==> config.mk <==
export PLATFORM = sky130hd
export DESIGN_NAME = cursor_shot_ctl_flat
export DESIGN_NICKNAME = d
export VERILOG_FILES = /design/src/rtl/cursor_shot_if.sv /design/src/rtl/cursor_shot_ctl.sv /design/src/flat_wrapper.sv
export SDC_FILE = /design/constraint.sdc
export NUM_CORES = 1
export LEC_CHECK = 0
export ABC_CLOCK_PERIOD_IN_PS = 2300
export BUFFER_PORTS_ARGS = -buffer_cell sky130_fd_sc_hd__buf_2
export CORE_ASPECT_RATIO = 2
export CORE_MARGIN = 2
export CORE_UTILIZATION = 42
export CTS_CLUSTER_SIZE = 14
export DETAILED_ROUTE_END_ITERATION = 7
export PLACE_DENSITY = 0.68
export SKIP_CTS_REPAIR_TIMING = 1
export SYNTH_ARGS = -nofsm -noshare
export SYNTH_HDL_FRONTEND = slang
export SYNTH_SLANG_ARGS = --single-unit
==> constraint.sdc <==
create_clock -name clk -period 2.3 [get_ports clk]
set_input_delay 0.115 -clock clk [delete_from_list [all_inputs] [get_ports clk]]
set_output_delay 0.115 -clock clk [all_outputs]
set_load 0.01 [all_outputs]
==> src/rtl/cursor_shot_if.sv <==
// Bus between the mouse/VGA/game side and cursor_shot_ctl.
// shots_fired exists only when CURSOR_SHOT_COUNT_EN is defined.
interface cursor_shot_if;
  logic [11:0] xpos_raw;
  logic [11:0] ypos_raw;
  logic        left_raw;
  logic        vblnk;
  logic        game_active;
  logic        shot_ack;
  logic [11:0] xpos;
  logic [11:0] ypos;
  logic        shot_req;
  logic [11:0] shot_x;
  logic [11:0] shot_y;
`ifdef CURSOR_SHOT_COUNT_EN
  logic [7:0]  shots_fired;
`endif

  modport master (
    output xpos_raw, ypos_raw, left_raw, vblnk, game_active, shot_ack,
    input  xpos, ypos, shot_req, shot_x, shot_y
`ifdef CURSOR_SHOT_COUNT_EN
    , input shots_fired
`endif
  );

  modport slave (
    input  xpos_raw, ypos_raw, left_raw, vblnk, game_active, shot_ack,
    output xpos, ypos, shot_req, shot_x, shot_y
`ifdef CURSOR_SHOT_COUNT_EN
    , output shots_fired
`endif
  );
endinterface

==> src/rtl/cursor_shot_ctl.sv <==
// Frame-synchronous cursor latch and click-to-shot req/ack sequencer for Duck Hunt.
// Optional shot counter output enabled by defining CURSOR_SHOT_COUNT_EN.
module cursor_shot_ctl #(
  parameter logic [11:0] X_MAX           = 12'd1023,
  parameter logic [11:0] Y_MAX           = 12'd767,
  parameter int          COOLDOWN_FRAMES = 8
) (
  input  logic           clk,
  input  logic           rst,
  cursor_shot_if.slave   bus
);

  typedef enum logic [2:0] {
    IDLE     = 3'd0,
    ARMED    = 3'd1,
    REQ      = 3'd2,
    COOLDOWN = 3'd3,
    RELEASE  = 3'd4
  } state_t;

  localparam int          CW      = (COOLDOWN_FRAMES > 1) ? $clog2(COOLDOWN_FRAMES + 1) : 1;
  localparam logic [CW-1:0] CD_LOAD = CW'(COOLDOWN_FRAMES);

  state_t        state, state_nxt;
  logic          vblnk_d;
  logic          frame_tick;
  logic          left_meta, left_s, left_s_d;
  logic          press;
  logic [11:0]   xpos_q, ypos_q;
  logic [11:0]   shot_x_q, shot_y_q;
  logic [CW-1:0] cnt;
  logic          capture, cnt_load, cnt_dec, ack_taken;

  assign frame_tick = bus.vblnk & ~vblnk_d;
  assign press      = left_s & ~left_s_d;

  // NOTE: registers use non-blocking assignments so every flop samples pre-edge values.
  always_ff @(posedge clk or posedge rst) begin
    if (rst) begin
      vblnk_d   <= 1'b0;
      left_meta <= 1'b0;
      left_s    <= 1'b0;
      left_s_d  <= 1'b0;
    end else begin
      vblnk_d   <= bus.vblnk;
      left_meta <= bus.left_raw;
      left_s    <= left_meta;
      left_s_d  <= left_s;
    end
  end

  // Cursor is latched once per frame so the draw stage never sees a mid-frame jump.
  always_ff @(posedge clk or posedge rst) begin
    if (rst) begin
      xpos_q <= '0;
      ypos_q <= '0;
    end else if (frame_tick) begin
      xpos_q <= (bus.xpos_raw > X_MAX) ? X_MAX : bus.xpos_raw;
      ypos_q <= (bus.ypos_raw > Y_MAX) ? Y_MAX : bus.ypos_raw;
    end
  end

  always_ff @(posedge clk or posedge rst) begin
    if (rst) state <= IDLE;
    else     state <= state_nxt;
  end

  // NOTE: every always_comb output gets a default first, so no path can infer a latch.
  always_comb begin
    state_nxt = state;
    capture   = 1'b0;
    cnt_load  = 1'b0;
    cnt_dec   = 1'b0;
    ack_taken = 1'b0;
    case (state)
      IDLE: begin
        if (bus.game_active) state_nxt = ARMED;
      end
      ARMED: begin
        if (!bus.game_active) state_nxt = IDLE;
        else if (press) begin
          capture   = 1'b1;
          state_nxt = REQ;
        end
      end
      REQ: begin
        // Losing game_active aborts the shot even if the ack arrives in the same cycle.
        if (!bus.game_active) state_nxt = IDLE;
        else if (bus.shot_ack) begin
          ack_taken = 1'b1;
          if (COOLDOWN_FRAMES == 0) state_nxt = RELEASE;
          else begin
            cnt_load  = 1'b1;
            state_nxt = COOLDOWN;
          end
        end
      end
      COOLDOWN: begin
        if (!bus.game_active) state_nxt = IDLE;
        else if (frame_tick) begin
          cnt_dec = 1'b1;
          if (cnt <= CW'(1)) state_nxt = RELEASE;
        end
      end
      RELEASE: begin
        if (!bus.game_active) state_nxt = IDLE;
        else if (!left_s)     state_nxt = ARMED;
      end
      default: state_nxt = IDLE;
    endcase
  end

  always_ff @(posedge clk or posedge rst) begin
    if (rst) begin
      shot_x_q <= '0;
      shot_y_q <= '0;
      cnt      <= '0;
    end else begin
      if (capture) begin
        shot_x_q <= xpos_q;
        shot_y_q <= ypos_q;
      end
      if (cnt_load)     cnt <= CD_LOAD;
      else if (cnt_dec) cnt <= cnt - 1'b1;
    end
  end

  assign bus.xpos     = xpos_q;
  assign bus.ypos     = ypos_q;
  assign bus.shot_x   = shot_x_q;
  assign bus.shot_y   = shot_y_q;
  assign bus.shot_req = (state == REQ);

`ifdef CURSOR_SHOT_COUNT_EN
  logic       game_active_d;
  logic [7:0] shots_fired_q;

  always_ff @(posedge clk or posedge rst) begin
    if (rst) begin
      game_active_d <= 1'b0;
      shots_fired_q <= '0;
    end else begin
      game_active_d <= bus.game_active;
      if (game_active_d && !bus.game_active)        shots_fired_q <= '0;
      else if (ack_taken && shots_fired_q != 8'hFF) shots_fired_q <= shots_fired_q + 8'd1;
    end
  end

  assign bus.shots_fired = shots_fired_q;
`endif

endmodule
==> src/flat_wrapper.sv <==
// flat-port wrapper written by rule: the top's interface ports become plain ports
module cursor_shot_ctl_flat 
#(
  parameter logic [11:0] X_MAX           = 12'd1023,
  parameter logic [11:0] Y_MAX           = 12'd767,
  parameter int          COOLDOWN_FRAMES = 8
)
  (clk, rst, bus_xpos_raw, bus_ypos_raw, bus_left_raw, bus_vblnk, bus_game_active, bus_shot_ack, bus_xpos, bus_ypos, bus_shot_req, bus_shot_x, bus_shot_y);
  cursor_shot_if bus_i ();
  input  logic clk;
  input  logic rst;
  input wire logic [$bits(bus_i.xpos_raw)-1:0] bus_xpos_raw;
  input wire logic [$bits(bus_i.ypos_raw)-1:0] bus_ypos_raw;
  input wire logic [$bits(bus_i.left_raw)-1:0] bus_left_raw;
  input wire logic [$bits(bus_i.vblnk)-1:0] bus_vblnk;
  input wire logic [$bits(bus_i.game_active)-1:0] bus_game_active;
  input wire logic [$bits(bus_i.shot_ack)-1:0] bus_shot_ack;
  output wire logic [$bits(bus_i.xpos)-1:0] bus_xpos;
  output wire logic [$bits(bus_i.ypos)-1:0] bus_ypos;
  output wire logic [$bits(bus_i.shot_req)-1:0] bus_shot_req;
  output wire logic [$bits(bus_i.shot_x)-1:0] bus_shot_x;
  output wire logic [$bits(bus_i.shot_y)-1:0] bus_shot_y;
  assign bus_i.xpos_raw = bus_xpos_raw;
  assign bus_i.ypos_raw = bus_ypos_raw;
  assign bus_i.left_raw = bus_left_raw;
  assign bus_i.vblnk = bus_vblnk;
  assign bus_i.game_active = bus_game_active;
  assign bus_i.shot_ack = bus_shot_ack;
  assign bus_xpos = bus_i.xpos;
  assign bus_ypos = bus_i.ypos;
  assign bus_shot_req = bus_i.shot_req;
  assign bus_shot_x = bus_i.shot_x;
  assign bus_shot_y = bus_i.shot_y;
  cursor_shot_ctl #(.X_MAX(X_MAX), .Y_MAX(Y_MAX), .COOLDOWN_FRAMES(COOLDOWN_FRAMES)) u_core (.clk(clk), .rst(rst), .bus(bus_i));
endmodule
==> results of run 1 <==
cells in the final DEF (no fill, tap or decap), types with 3 or more instances in the layout:
| cell type | netlist | final |
|---|---|---|
| o21ai_0 | 3 | 3 |
| a21oi_1 | 3 | 3 |
| inv_1 | 6 | 5 |
| nor2_1 | 7 | 7 |
| nand3_1 | 3 | 3 |
| clkinv_2 | 0 | 3 |
| nand2_1 | 6 | 6 |
| buf_2 | 0 | 78 |
| mux2_4 | 18 | 18 |
| dlygate4sd3_1 | 0 | 6 |
| nor2b_1 | 6 | 5 |
| nor3_1 | 6 | 6 |
| mux2_2 | 6 | 6 |
| o22a_1 | 18 | 18 |
| nand2b_1 | 3 | 3 |
| buf_4 | 1 | 4 |
| dfrtp_1 | 59 | 59 |
| clkbuf_16 | 0 | 9 |
worst paths after layout:
check / slack, ps / depth (start not counted) / endpoint
worst max-delay path: 380 / 3 / u_core.bus.shot_x[5]
min in group asynchronous: 380 / 3 / u_core.vblnk_d
worst min-delay path: 2 / 2 / u_core.bus.xpos[2]
worst max register to register: 380 / 3 / u_core.bus.shot_x[5]
worst min register to register: 350 / 0 / u_core.left_s
max in group asynchronous: 1270 / 4 / u_core.bus.xpos[6]
per-stage QoR:
| stage | hold slack (ps) | instances | util | worst slack [ps] |
|---|---|---|---|---|
| detailed placement | 194 | 306 | 0.505 | 410 |
| finish | 2.47 | 327 | 0.564 | 384 |
| global placement | 183 | 306 | 0.505 | 460 |
| floorplan | 146 | 172 | - | 604 |
| CTS | -157 | 321 | 0.553 | 396 |
| global route | 1.23 | 327 | 0.564 | 323 |
per-layer routing:
| layer | track usage | up-vias | routed length, um |
|---|---|---|---|
| met5 | 0 | - | 0 |
| met1 | 0.226 | 802 | 2190 |
| met4 | 0.0837 | 0 | 116 |
| li1 | - | 796 | - |
| met3 | 0.0595 | 10 | 384 |
| met2 | 0.239 | 76 | 2330 |
kinds of logic (layout without fill, tap and decap cells):
family                   after synthesis  after routing
flip-flops                            59             59
buffers and inverters                 16            110
AND/OR/NAND/NOR                       38             38
XOR/XNOR                               3              3
multiplexers                          24             24
adder cells (fa/ha/maj)                2              2
AO/OA/AOI/OAI                         30             30
registers in the layout, indices dropped and copies added (netlist names):
name and count:
u_core.bus.ypos 12, u_core.cnt 4, u_core.bus.xpos 12, u_core.bus.shot_y 12
u_core.bus.shot_x 12, u_core.left_s_d 1, u_core.vblnk_d 1, u_core.left_s 1
u_core.state 3, u_core.left_meta 1
area by class of cell:
class | count | area [um2] | area share
sequential | 59 | 1480 | 0.467
multi-input combinational | 97 | 836 | 0.264
timing repair buffer | 88 | 480 | 0.152
clock buffer | 10 | 239 | 0.0755
tap | 61 | 76.3 | 0.0241
clock inverter | 5 | 30.0 | 0.00949
inverter | 7 | 26.3 | 0.00830
cells in the mapped netlist, types with 2 or more instances:
library cell   n  area (um2)
nor2b_1        6        37.5
mux2_2         6        67.6
a21oi_1        3        15.0
nand2b_1       3        18.8
buf_1          2        7.51
nand2_1        6        22.5
mux2_4        18         270
ha_1           2        25.0
xor2_1         2        17.5
o21ai_0        3        15.0
nor3_1         6        30.0
inv_1          6        22.5
o22a_1        18         158
a211oi_1       2        15.0
clkbuf_1       3        11.3
nor2_1         7        26.3
nand4b_1       2        17.5
dfrtp_1       59        1480
nand3_1        3        15.0
worst max-delay path: cells and delay by family, from the launching register on:
kind	cells	cell delay (ps)
and+or+nand+nor	2	930
DFF	1	480
muxes	1	380
report_power, final:
group          internal, mW  switching (mW)
Clock                 0.744           0.451
Combinational         0.459           0.361
Sequential             1.28           0.185
Total                  2.49           0.998
==> summary.txt, run 1 <==
Run status
  • Status: finished, final reports clean

Timing
  • Setup violations, final: 0
  • Actual slew at the worst max-slew pin: 532 ps
  • Hold Vio Cnt, Final: 0
  • Max Fclk: 0.522 GHz
  • Final slew viol count: 0
  • TNS Setup: 0 ps
  • Rel. slew slack: 0.645
  • Min cycle time layout: 1920 ps
  • Worst Skew: 4.45 ps
  • Crit share post-route: 0.833
  • RSZ-0062 raised after global routing: false

Hold path
  • Worst hold path type: primary input to flip-flop
  • Worst Hold Launch: bus_xpos_raw[2]

Flow run
  • Total of max-cap violations: 0

Synthesis
  • Synth Area in Simple Gates: 0.0878
  • Sequential share of the synthesized area: 0.613
  • Area share of fa/ha/maj cells after synthesis: 0.0104
  • Combinational family with the most area after synthesis: multiplexers
  • XOR/XNOR share of the synthesized area: 0.0109
  • Synth Area in Compound Gates: 0.0966
  • Number of synthesized flops with an enable pin: 0
  • Yosys cell types: 34
  • Top_reg_cell synth: dfrtp_1
  • Cells after Synth: 172
  • Mapped Area: 2410 um2
  • Average size of a mapped cell: 14.0 um2
  • Synth async-reset ratio: 1.00
  • Yosys warns: 0
  • Post-synthesis mux area share: 0.140
  • FF+latch count, synth: 59
  • Net Count, Synth: 204

Worst setup path
  • Peak per-stage delay on the critical path: 720 ps
  • Startpoint types: flip-flop
  • Setup crit start: u_core.state[2]
  • Worst Path Arrival: 2120 ps
  • CP Capture Type: flip-flop
  • Crit path kind: flip-flop to flip-flop
  • RR Startpoint: u_core.state[2]
  • CP max-delay cell: or4_4
  • Critical path data required time: 2510 ps
  • Crit path cell chain: nand2b_1, or4_4, mux2_4
  • Crit-path max FO: 25

Place
  • Routability cong.: 0.795
  • Hpwl dp: 3500 um
  • DP Area: 2840 um2
  • IO buf count: 78

Routing
  • Detailed-route DRC error count: 0
  • Drt total wl: 5010 um
  • 1st-pass router iterations: 4
  • Wirelength per Cell: 15.3 um
  • Via density: 5.15
  • Final ANT Viol Nets: 0
  • Initial DRC Count: 43
  • Routed via count: 1684

Floorplan
  • Die H: 111 um
  • CORE AREA: 5610 um2
  • Initial Util: 0.429
  • Die width: 57.5 um
  • Row Count: 39
  • I/O pin total: 79
  • Full die area: 6390 um2

Power
  • Pwr dens: 1100 nW/um2
  • Power Total: 3.48 mW
  • Worst vdd rail ir drop: 0.704 mV
  • Lkg Pwr: 1.46 nW

CTS
  • Clock Tree Buf Depth: 2
  • Worst skew pair latency: 320 ps
  • Inserted Clock Buffers: 9
  • CTS H-tree depth: 3
  • Clk sinks: 59
  • Clk root buf: clkbuf_16
  • CTS tree: yes
  • CTS clock-pin slew for the worst setup and hold paths: 50 ps

Layout
  • Final net count: 294
  • Synthesis-to-finish area growth: 31.4%
  • Share of layout cells above drive strength 1: 0.470
  • Filler cell count in the final layout: 485
  • Final Instance Area: 3160 um2
  • ANT cells: 0

Global routing
  • Largest net degree at the start of global routing: 27
  • GRT Overall Usage: 0.168
  • Total grt overflow: 0
  • Initial antenna violation count: 0
  • Vias in the first global route: 1643
  • First-pass GRT wire length: 8090 um
Note: power is estimated with default switching activity, not from simulation.
==> run 2: changes to the inputs <==
Settings changed: ABC_CLOCK_PERIOD_IN_PS 2300 to 1700, PLACE_DENSITY 0.68 to 0.71.
Clock period 2.3 ns to 1.7 ns, I/O delays scaled along.
==> run 2 against run 1 <==
Net effect:
- global-route usage up 0.23 points
- sequential share of layout area down 3.8 points
- clock power up 48%
- largest power group unchanged
- utilization up 5.1 points
- sequential power up 32%
- die area unchanged
==> summary.txt, run 2 (same netlist as run 1, synthesis figures left out) <==
Power
  • Pwr dens: 1440 nW/um2 (was 1100 nW/um2)
  • Sw Ratio: 0.269 (was 0.286)
  • Clock share of power: 0.353 (was 0.343)
  • Int Power: 3.64 mW (was 2.49 mW)
  • Net switching power: 1.34 mW (was 998 uW)
  • Comb pwr share: 0.256 (was 0.235)
  • Sequential power share: 0.390 (was 0.422)
  • Worst vdd rail ir drop: 0.977 mV (was 0.704 mV)
  • Lkg Pwr: 1.59 nW (was 1.46 nW)

Floorplan
  • Full die area: 6390 um2 (unchanged)
  • Die width: 57.5 um (unchanged)
  • I/O pin total: 79 (unchanged)
  • Row Count: 39 (unchanged)
  • CORE AREA: 5610 um2 (unchanged)
  • Initial Util: 0.429 (unchanged)
  • Die H: 111 um (unchanged)

Routing
  • Routed via count: 1757 (was 1684)
  • Detailed-route DRC error count: 0 (unchanged)
  • Initial DRC Count: 48 (was 43)
  • 1st-pass router iterations: 4 (unchanged)
  • Drt total wl: 5420 um (was 5010 um)
  • Final ANT Viol Nets: 0 (unchanged)
  • Via density: 5.05 (was 5.15)
  • Wirelength per Cell: 15.6 um (was 15.3 um)

Timing
  • Setup violations, final: 0 (unchanged)
  • TNS Setup: 0 ps (unchanged)
  • Hold Vio Cnt, Final: 0 (unchanged)
  • Setup ws final: 35.9 ps (was 384 ps)
  • Crit share post-route: 0.979 (was 0.833)
  • Min cycle time layout: 1660 ps (was 1920 ps)
  • Final slew viol count: 0 (unchanged)
  • Rel. slew slack: 0.710 (was 0.645)
  • Actual slew at the worst max-slew pin: 432 ps (was 532 ps)
  • Max Fclk: 0.601 GHz (was 0.522 GHz)
  • Worst Skew: 4.51 ps (was 4.45 ps)

Worst setup path
  • Peak per-stage delay on the critical path: 540 ps (was 720 ps)
  • CP Capture Type: flip-flop (unchanged)
  • Crit path kind: flip-flop to flip-flop (unchanged)
  • Crit-path max FO: 13 (was 25)
  • CP max-delay cell: or4_4 (unchanged)
  • Worst Path Arrival: 1860 ps (was 2120 ps)
  • Critical path data required time: 1900 ps (was 2510 ps)
  • Crit path cell chain: nand2b_4, or4_4, buf_12, mux2_4 (was nand2b_1, or4_4, mux2_4)
  • Startpoint types: flip-flop (unchanged)

Place
  • Hpwl dp: 3570 um (was 3500 um)
  • IO buf count: 78 (unchanged)
  • Routability cong.: 0.792 (was 0.795)
  • Setup WS pre-CTS: 52.5 ps (was 410 ps)

Layout
  • Synthesis-to-finish area growth: 43.2% (was 31.4%)
  • Share of layout cells above drive strength 1: 0.453 (was 0.470)
  • Final net count: 315 (was 294)
  • Most frequent cells in the layout: buf_2, dfrtp_1, dlygate4sd3_1 (was buf_2, dfrtp_1, mux2_4, o22a_1, clkbuf_16)
  • Most common library cell in the layout ignoring fill and taps: buf_2 (unchanged)
  • Filler cell count in the final layout: 398 (was 485)
  • ANT cells: 0 (unchanged)

Global routing
  • First-pass GRT wire length: 8220 um (was 8090 um)
  • Total grt overflow: 0 (unchanged)
  • Largest net degree at the start of global routing: 33 (was 27)
  • Initial antenna violation count: 0 (unchanged)
  • Vias in the first global route: 1651 (was 1643)
  • GRT Overall Usage: 0.171 (was 0.168)

CTS
  • Worst skew pair latency: 320 ps (about the same)
  • CTS clock-pin slew for the worst setup and hold paths: 40 ps (was 50 ps)
  • Clk root buf: clkbuf_16 (unchanged)
  • Inserted Clock Buffers: 9 (unchanged)
  • Clk sinks: 59 (unchanged)
  • Clock Tree Buf Depth: 2 (unchanged)
  • CTS H-tree depth: 3 (unchanged)
  • CTS tree: yes (unchanged)

Hold path
  • Worst hold path type: primary input to flip-flop (unchanged)

Run status
  • Status: finished, final reports clean (unchanged)

Flow run
  • Total of max-cap violations: 0 (unchanged)
run 2: area by class of cell:
| cell class | instances | area (um2) | share of cell area |
|---|---|---|---|
| Timing Repair Buffer | 109 | 731 | 0.212 |
| Clock inverter | 2 | 35.0 | 0.0102 |
| Sequential cell | 59 | 1480 | 0.428 |
| Tap cell | 61 | 76.3 | 0.0221 |
| Inverter | 7 | 26.3 | 0.00762 |
| Clock buffer | 13 | 260 | 0.0755 |
| Multi-Input combinational cell | 97 | 843 | 0.245 |
run 2: power groups by stage:
stage | combinational (mW) | clock (mW) | sequential (mW)
floorplan | 0.646 | 0 | 2.05
global placement | 1.16 | 0 | 1.95
detailed placement | 1.22 | 0 | 1.95
CTS | 1.24 | 1.79 | 1.94
global route | 1.39 | 1.87 | 1.98
finish | 1.28 | 1.76 | 1.94
run 2: final timing paths:
path                                        from                    end  slack, ps  cells after the start
max in group asynchronous                    rst     u_core.bus.xpos[4]        930                      4
worst min register to register  u_core.left_meta          u_core.left_s        350                      0
min in group asynchronous                    rst  u_core.bus.shot_x[10]        240                      3
worst min-delay path             bus_ypos_raw[8]     u_core.bus.ypos[8]         30                      3
worst max register to register   u_core.state[2]   u_core.bus.shot_x[2]         40                      4
worst max-delay path             u_core.state[2]   u_core.bus.shot_x[2]         40                      4
run 2: through the flow:
| stage | util | cells | hold slack (ps) | instance area [um2] | power [mW] |
|---|---|---|---|---|---|
| detailed placement | 0.519 | 311 | 30.8 | 2910 | 3.17 |
| global placement | 0.519 | 311 | 23.1 | 2910 | 3.11 |
| CTS | 0.571 | 326 | -312 | 3210 | 4.96 |
| floorplan | - | 172 | 116 | 2410 | 2.70 |
| global route | 0.614 | 348 | 31.4 | 3450 | 5.23 |
| finish | 0.614 | 348 | 29.1 | 3450 | 4.97 |
run 2: layer usage:
layer / part of all wire / global-route usage / vias to the layer above
li1: - / - / 839
met1: 0.44 / 0.233 / 828
met2: 0.46 / 0.235 / 83
met3: 0.081 / 0.0758 / 7
met4: 0.016 / 0.0698 / 0
met5: 0 / 0 / -
run 2: worst max-delay path: cells and delay by family, from the launching register on:
| family | cells | cell delay [ps] |
|---|---|---|
| buffers and inverters | 1 | 180 |
| muxes | 1 | 300 |
| DFF | 1 | 380 |
| and+or+nand+nor | 2 | 680 |
==> run 3: changes to the inputs <==
Settings changed: REMOVE_ABC_BUFFERS set to 1.
==> run 3 against run 2 <==
Net effect:
- the flow now finishes with violations (hold timing)
- first-iteration DRC count decreased by 21%
- highest routed layer unchanged
- combinational power fell by 5%
- final cell count down 1.7%
- register-to-register slack improved by 20 ps
- worst setup slack improved by 25 ps
- fmax increased by 1.5%
- largest power group unchanged
- design area shrank 3.4%
==> summary.txt, run 3 (same netlist as run 1, synthesis figures left out) <==
Floorplan
  • I/O pin total: 79 (unchanged)
  • Full die area: 6390 um2 (unchanged)
  • CORE AREA: 5610 um2 (unchanged)
  • Initial Util: 0.429 (unchanged)
  • Row Count: 39 (unchanged)
  • Die H: 111 um (unchanged)
  • Die width: 57.5 um (unchanged)

Routing
  • Via density: 5.13 (was 5.05)
  • Highest Signal Layer: met4 (unchanged)
  • 1st-pass router iterations: 4 (unchanged)
  • Detailed-route DRC error count: 0 (unchanged)
  • Final ANT Viol Nets: 0 (unchanged)
  • WL met3: 423 um (was 437 um)
  • Routed via count: 1753 (was 1757)
  • Wirelength per Cell: 14.8 um (was 15.6 um)
  • Initial DRC Count: 38 (was 48)
  • Met2 WL: 2470 um (was 2500 um)
  • Drt total wl: 5080 um (was 5420 um)
  • Met1 wire length: 2070 um (was 2390 um)

Run status
  • Failing checks: hold timing
  • Status: finished, violations left (was finished, final reports clean)

CTS
  • Clk sinks: 59 (unchanged)
  • CTS H-tree depth: 3 (unchanged)
  • Clock Tree Buf Depth: 2 (unchanged)
  • Clk root buf: clkbuf_16 (unchanged)
  • Inserted Clock Buffers: 9 (unchanged)
  • Worst skew pair latency: 320 ps (about the same)
  • CTS tree: yes (unchanged)
  • CTS clock-pin slew for the worst setup and hold paths: 50 ps (was 40 ps)

Power
  • Pwr dens: 1470 nW/um2 (was 1440 nW/um2)
  • Lkg Pwr: 1.54 nW (was 1.59 nW)
  • Worst vdd rail ir drop: 1.44 mV (was 0.977 mV)

Hold path
  • Worst hold path type: primary input to flip-flop (unchanged)

Global routing
  • First-pass GRT wire length: 8250 um (was 8220 um)
  • Initial antenna violation count: 0 (unchanged)
  • Total grt overflow: 0 (unchanged)
  • Vias in the first global route: 1736 (was 1651)
  • Largest net degree at the start of global routing: 31 (was 33)
  • GRT Overall Usage: 0.170 (was 0.171)

Layout
  • Share of layout cells above drive strength 1: 0.463 (was 0.453)
  • Final net count: 308 (was 315)
  • Most frequent cells in the layout: buf_2, dfrtp_1, mux2_4, o22a_1, dlygate4sd3_1 (was buf_2, dfrtp_1, dlygate4sd3_1)
  • Most common library cell in the layout ignoring fill and taps: buf_2 (unchanged)
  • ANT cells: 0 (unchanged)
  • Final Instance Area: 3330 um2 (was 3450 um2)
  • Synthesis-to-finish area growth: 38.3% (was 43.2%)

Timing
  • Rel. slew slack: 0.684 (was 0.710)
  • Actual slew at the worst max-slew pin: 470 ps (was 432 ps)
  • RSZ-0062 raised after global routing: false
  • Max Fclk: 0.610 GHz (was 0.601 GHz)
  • Setup ws final: 60.5 ps (was 35.9 ps)
  • Worst Skew: 5.74 ps (was 4.51 ps)
  • Hold Vio Cnt, Final: 4 (was 0)
  • Min cycle time layout: 1640 ps (was 1660 ps)
  • Setup violations, final: 0 (unchanged)
  • Crit share post-route: 0.964 (was 0.979)
  • Final hold slack: -16.5 ps (was 29.1 ps)
  • Final slew viol count: 0 (unchanged)

Flow run
  • Total of max-cap violations: 0 (unchanged)

Place
  • DP Area: 2880 um2 (was 2910 um2)
  • IO buf count: 78 (unchanged)
  • Hpwl dp: 3490 um (was 3570 um)
  • Routability cong.: 0.844 (was 0.792)
  • Setup WS pre-CTS: 63.4 ps (was 52.5 ps)

Worst setup path
  • Crit path cell chain: nand2b_1, or4_4, buf_12, mux2_4 (was nand2b_4, or4_4, buf_12, mux2_4)
  • Critical path data required time: 1900 ps (about the same)
  • Worst Path Arrival: 1840 ps (was 1860 ps)
  • Crit path kind: flip-flop to flip-flop (unchanged)
  • CP Capture Type: flip-flop (unchanged)
  • Startpoint types: flip-flop (unchanged)
  • Reg2Reg Setup Slack: 60 ps (was 40 ps)
  • Crit-path max FO: 25 (was 13)
  • CP max-delay cell: or4_4 (unchanged)
  • Peak per-stage delay on the critical path: 490 ps (was 540 ps)
==> run 3: report_power, final <==
| part | internal (mW) | switching, mW | total [mW] |
|---|---|---|---|
| combinational | 0.667 | 0.550 | 1.22 |
| clock | 1.12 | 0.599 | 1.72 |
| sequential | 1.74 | 0.205 | 1.94 |
| total | 3.53 | 1.35 | 4.88 |
==> run 3: area by class of cell <==
cell class,instances,area (um2)
fillers,445,2280
flip-flops and latches,59,1480
multi-input cells,97,836
repair buffers,102,623
clock buffers,9,225
well taps,61,76.3
clock inverters,7,68.8
inverters,7,26.3
==> run 3: per-layer routing <==
layer / global-route usage / up-vias
li1: - / 818
met3: 0.0560 / 11
met1: 0.206 / 845
met5: 0 / -
met4: 0.0930 / 0
met2: 0.259 / 79
==> run 3: path summary, 6_finish.rpt <==
path / start / end / cells past startpoint
worst max-delay path: u_core.state[2] / u_core.bus.shot_y[3] / 4
worst min-delay path: bus_xpos_raw[0] / u_core.bus.xpos[0] / 2
worst max register to register: u_core.state[2] / u_core.bus.shot_y[3] / 4
worst min register to register: u_core.left_meta / u_core.left_s / 0
max in group asynchronous: rst / u_core.bus.xpos[10] / 4
min in group asynchronous: rst / u_core.bus.shot_y[1] / 4
==> run 3: through the flow <==
step / setup TNS (ps) / utilization / cells / hold slack (ps) / power, mW
2_1_floorplan: -13090 / - / 163 / 116 / 2.66
3_3_place_gp: 0 / 0.513 / 310 / 179 / 3.09
3_5_place_dp: 0 / 0.513 / 310 / 190 / 3.15
4_1_cts: 0 / 0.565 / 326 / -156 / 4.92
5_1_grt: 0 / 0.594 / 342 / 0.178 / 5.16
6_report: 0 / 0.594 / 342 / -16.5 / 4.88
==> run 3: worst max-delay path, delay by kind of cell, from the launching register on <==
kind / cells / cell delay [ps]
multiplexers: 1 / 310
AND/OR/NAND/NOR: 2 / 640
buffers and inverters: 1 / 190
flip-flops: 1 / 360
